==> config.mk <==
export PLATFORM = sky130hd
export DESIGN_NAME = cpu_clock_ctrl
export DESIGN_NICKNAME = d
export VERILOG_FILES = /design/src/rtl/cpu_clock_ctrl.sv
export SDC_FILE = /design/constraint.sdc
export NUM_CORES = 1
export LEC_CHECK = 0
export BUFFER_PORTS_ARGS = -buffer_cell sky130_fd_sc_hd__buf_4
export CORE_MARGIN = 2
export CORE_UTILIZATION = 57
export CTS_CLUSTER_DIAMETER = 40
export CTS_CLUSTER_SIZE = 20
export DETAILED_ROUTE_END_ITERATION = 8
export PLACE_DENSITY = 0.79
export SYNTH_ARGS = -nofsm -noshare
export SYNTH_HDL_FRONTEND = slang
export SYNTH_SLANG_ARGS = --single-unit
==> constraint.sdc <==
create_clock -name clock -period 2.35 [get_ports clock]
set_clock_uncertainty 0.15 [all_clocks]
set_input_delay 0.47 -clock clock [delete_from_list [all_inputs] [get_ports clock]]
set_output_delay 0.47 -clock clock [all_outputs]
set_load 0.005 [all_outputs]
==> src/rtl/cpu_clock_ctrl.sv <==
// Run/step/halt controller: turns divided-clock ticks into one-cycle CPU advance
// pulses, gated by a synchronized run switch, a debounced step button and a halt level.
module cpu_clock_ctrl #(
  parameter int unsigned DEBOUNCE_CYCLES = 1000000,
  parameter int unsigned CNT_WIDTH       = 32
) (
  input  logic                 clock,
  input  logic                 reset,
  input  logic                 tickIn,
  input  logic                 runSwitch,
  input  logic                 stepButton,
  input  logic                 halt,
  output logic                 cpuEnable,
  output logic                 running,
  output logic                 halted,
  output logic [CNT_WIDTH-1:0] cycleCount
);

  localparam int unsigned    DB_W    = $clog2(DEBOUNCE_CYCLES);
  localparam logic [DB_W-1:0] DB_LAST = DB_W'(DEBOUNCE_CYCLES - 1);

  typedef enum logic [1:0] {
    S_IDLE = 2'd0,
    S_RUN  = 2'd1,
    S_STEP = 2'd2,
    S_HALT = 2'd3
  } state_e;

  state_e                 state_q, state_d;
  logic                   tick_prev_q;
  logic                   run_meta_q, run_s_q;
  logic                   step_meta_q, step_sync_q;
  logic [DB_W-1:0]        db_cnt_q, db_cnt_d;
  logic                   stable_q, stable_d, stable_prev_q;
  logic                   cpu_en_q, cpu_en_d;
  logic                   running_q, halted_q;
  logic [CNT_WIDTH-1:0]   cycle_cnt_q;
  logic                   tick_rise;
  logic                   step_press;

  assign tick_rise  = tickIn & ~tick_prev_q;
  assign step_press = stable_q & ~stable_prev_q;

  // Debouncer: a new level is accepted only after DEBOUNCE_CYCLES consecutive differing samples
  always_comb begin
    db_cnt_d = '0;
    stable_d = stable_q;
    if (step_sync_q != stable_q) begin
      if (db_cnt_q == DB_LAST) begin
        stable_d = step_sync_q;
      end else begin
        db_cnt_d = db_cnt_q + DB_W'(1);
      end
    end
  end

  // Next state and advance pulse; halt wins over every other transition
  always_comb begin
    state_d  = state_q;
    cpu_en_d = 1'b0;
    case (state_q)
      S_IDLE: begin
        if (halt)            state_d = S_HALT;
        else if (run_s_q)    state_d = S_RUN;
        else if (step_press) state_d = S_STEP;
      end
      S_RUN: begin
        if (halt)          state_d = S_HALT;
        else if (!run_s_q) state_d = S_IDLE;
        else               cpu_en_d = tick_rise;
      end
      S_STEP: begin
        if (halt) begin
          state_d = S_HALT;
        end else if (tick_rise) begin
          cpu_en_d = 1'b1;
          state_d  = S_IDLE;
        end
      end
      S_HALT:  state_d = S_HALT;
      default: state_d = S_IDLE;
    endcase
  end

  always_ff @(posedge clock or negedge reset) begin
    if (!reset) begin
      state_q       <= S_IDLE;
      tick_prev_q   <= 1'b0;
      run_meta_q    <= 1'b0;
      run_s_q       <= 1'b0;
      step_meta_q   <= 1'b0;
      step_sync_q   <= 1'b0;
      db_cnt_q      <= '0;
      stable_q      <= 1'b0;
      stable_prev_q <= 1'b0;
      cpu_en_q      <= 1'b0;
      running_q     <= 1'b0;
      halted_q      <= 1'b0;
      cycle_cnt_q   <= '0;
    end else begin
      state_q       <= state_d;
      tick_prev_q   <= tickIn;
      run_meta_q    <= runSwitch;
      run_s_q       <= run_meta_q;
      step_meta_q   <= stepButton;
      step_sync_q   <= step_meta_q;
      db_cnt_q      <= db_cnt_d;
      stable_q      <= stable_d;
      stable_prev_q <= stable_q;
      cpu_en_q      <= cpu_en_d;
      running_q     <= (state_d == S_RUN);
      halted_q      <= (state_d == S_HALT);
      cycle_cnt_q   <= cycle_cnt_q + CNT_WIDTH'(cpu_en_q);
    end
  end

  assign cpuEnable  = cpu_en_q;
  assign running    = running_q;
  assign halted     = halted_q;
  assign cycleCount = cycle_cnt_q;

endmodule

==> out/results.ini <==
[clocking]
cts_buffer_depth = 2
cts.htree.levels = 3
worstSkewPairLatency_ns = 0.33
cts_tree = done
clk_pin_slew_worst_paths_ns = 0.07
cts_buffers = 9
cts_root_buf = clkbuf_8
cts_setup_buffers = 0
cts.sinks = 64

[routing]
drt_iter0_drc = 82
first_pass_iters = 4
viasPerCell = 5.42
routed_wl_um = 5460
drc = 0
ant_nets = 0
wl_per_cell_um = 13.7
vias = 2158

[synth]
ys_seq_elements = 64
avgSynthCellArea_um2 = 10.7
synth_cell_types = 36
syn-num-nets = 289
ys_seq_area_share_pct = 54.1
yosys_warnings = 0
netlist_instances = 276
syn_area_um2 = 2960

[final_layout]
antenna_cells = 0
syn2layout_area_growth_pct = 19.4
drive_gt1_share_pct = 21.0
layout_commonest_cell = dfrtp_1
fill_cells = 404
nets = 339
final_cell_mix = dfrtp_1, buf_4, xor2_1, nand3_1

[timing]
hold_ws_ns = 0.0571
drv_slew = 0
timing.fmax_mhz = 455
setup_violations = 0
timing.final.crit_share_pct = 93.5
min_period_ns = 2.20
finalHoldViolCount = 0
rsz0062_at_grt = false
finalSetupTns_ns = 0
fin_ws_ns = 0.153
max_slew_margin_pct = 47.6
worstMarginPinSlew_ns = 0.786

[setup_path]
r2r_start = db_cnt_q[15]
start_kind = register
critPathMaxFanout = 4
cp_slowest_cell = or4_4
endpoint_kind = register
critPathArrivalTime_ns = 2.26
critical_path.max_stage_delay_ns = 0.55
reg2reg_to = stable_q
worstSetupPathType = register to register
crit_required_ns = 2.41
reg2reg_slack_ns = 0.15
crit_chain = or4b_1, or4_4, nor2_1, mux2_2
r2r_cells = 4

[placement]
port-buffer-count = 40
dp.final_hpwl_um = 3850
gp_congestion = 0.798
post-place-ws_ns = 0.0845

[floorplanning]
fp.dieArea_um2 = 5790
row_count = 26
pin_count = 41
die_x_um = 76.1
fp.coreArea_um2 = 5070
die_h_um = 76.1
initial_core_util_pct = 58.3

[grt]
grt_usage_pct = 20.9
overflow = 0
antenna_found_initial = 0
grt_pass1_wl_um = 9700
grt_pass1_vias = 2113
grt_max_degree = 65

[power]
peakVddDrop_v = 0.000621
power.density_nw_per_um2 = 668
power_leakage_nw = 1.67

[status]
status = complete, no violations

[hold_path]
hold_path.class = primary input to async pin

[job]
cap_violations = 0

cell usage after synthesis:
| master | n | area, um2 |
|---|---|---|
| mux2_2 | 1 | 11.3 |
| clkbuf_1 | 3 | 11.3 |
| or4_1 | 7 | 52.6 |
| dfrtp_1 | 64 | 1600 |
| and3_2 | 2 | 15.0 |
| buf_6 | 1 | 11.3 |
| nor3b_1 | 1 | 7.51 |
| and3_1 | 5 | 31.3 |
| o21ai_4 | 1 | 16.3 |
| nand2b_1 | 3 | 18.8 |
| inv_1 | 14 | 52.6 |
| or3_2 | 3 | 22.5 |
| or4_4 | 2 | 22.5 |
| ha_1 | 7 | 87.6 |
| o21ai_0 | 7 | 35.0 |
| a21oi_1 | 13 | 65.1 |
| and4_1 | 3 | 26.3 |
| nor4_1 | 8 | 50.1 |
| nand3_2 | 1 | 10.0 |
| xor2_1 | 23 | 201 |
| nor4b_1 | 2 | 17.5 |
| or2_2 | 1 | 6.26 |
| or4b_1 | 1 | 10.0 |
| or3_1 | 2 | 12.5 |
| nand3_1 | 21 | 105 |
| a221oi_1 | 1 | 8.76 |
| a2111oi_0 | 1 | 8.76 |
| nand2_1 | 16 | 60.1 |
| nor3_1 | 11 | 55.1 |
| and2_1 | 3 | 18.8 |
| xnor2_1 | 17 | 149 |
| nand4_1 | 8 | 50.1 |
| nor2_1 | 17 | 63.8 |
| o31ai_1 | 4 | 30.0 |
| a41o_1 | 1 | 10.0 |
| buf_2 | 1 | 5.00 |
power by group:
part	total [mW]	internal [mW]	switching (mW)
clock	0.802	0.421	0.380
sequential	1.22	1.17	0.0563
combinational	0.335	0.159	0.176
through the flow:
step | instances | power, mW | util (%) | cell area [um2]
CTS | 398 | 2.38 | 69.4 | 3520
detailed placement | 385 | 1.58 | 66.3 | 3360
global placement | 385 | 1.57 | 66.3 | 3360
finish | 398 | 2.36 | 69.6 | 3530
global route | 398 | 2.48 | 69.6 | 3530
floorplan | 276 | 1.43 | - | 2960
logic make-up (layout without fill, tap and decap cells):
logic type / Yosys count / count (layout) / synth area share (%)
and+or+nand+nor: 117 / 117 / 22.1
muxes: 1 / 1 / 0.380
buffers and inverters: 19 / 71 / 2.70
AOI/OAI and AO/OA: 28 / 28 / 5.88
xor gates and xnor gates: 40 / 40 / 11.8
adders and majority gates: 7 / 7 / 2.96
DFF: 64 / 64 / 54.1
area by class of cell:
class	instances	area (um2)	area share (%)
Multi-Input combinational cell	193	1290	36.5
Inverter	14	52.6	1.49
Timing Repair Buffer	44	343	9.70
Sequential cell	64	1600	45.3
Clock buffer	12	155	4.39
Tap cell	70	87.6	2.48
Clock inverter	1	5.00	0.142
worst max path at each step:
stage / end / slack, ns / start / cells after the start
floorplan: cycleCount[30] / 0.14 / cpuEnable / 6
global placement: db_cnt_q[18] / 0.17 / db_cnt_q[1] / 5
detailed placement: db_cnt_q[18] / 0.08 / db_cnt_q[1] / 5
CTS: db_cnt_q[18] / 0.09 / db_cnt_q[1] / 5
global route: cycleCount[30] / 0.05 / cycleCount[0] / 6
finish: stable_q / 0.15 / db_cnt_q[15] / 4
layer usage:
layer  routed length (um)  GRT usage [%]
met3                  268           4.86
met2                 2590           32.8
met5                    0              0
met1                 2530           27.6
met4                   77           10.4
registers in the layout, indices dropped and copies added, names as in the netlist:
name           flops
run_meta_q         1
stable_prev_q      1
db_cnt_q          20
halted             1
cycleCount        32
running            1
step_sync_q        1
state_q            2
run_s_q            1
step_meta_q        1
tick_prev_q        1
stable_q           1
cpuEnable          1
worst max-delay path: cells and delay by family (launching register included):
family,cells,cell delay (ns)
DFF,1,0.40
muxes,1,0.34
and+or+nand+nor,3,1.19
what timing repair did:
item	CTS	global route
setup endpoints to repair	0	3
hold buffers	0	0
gates resized for setup	0	2
(Power assumes the default switching activity.)
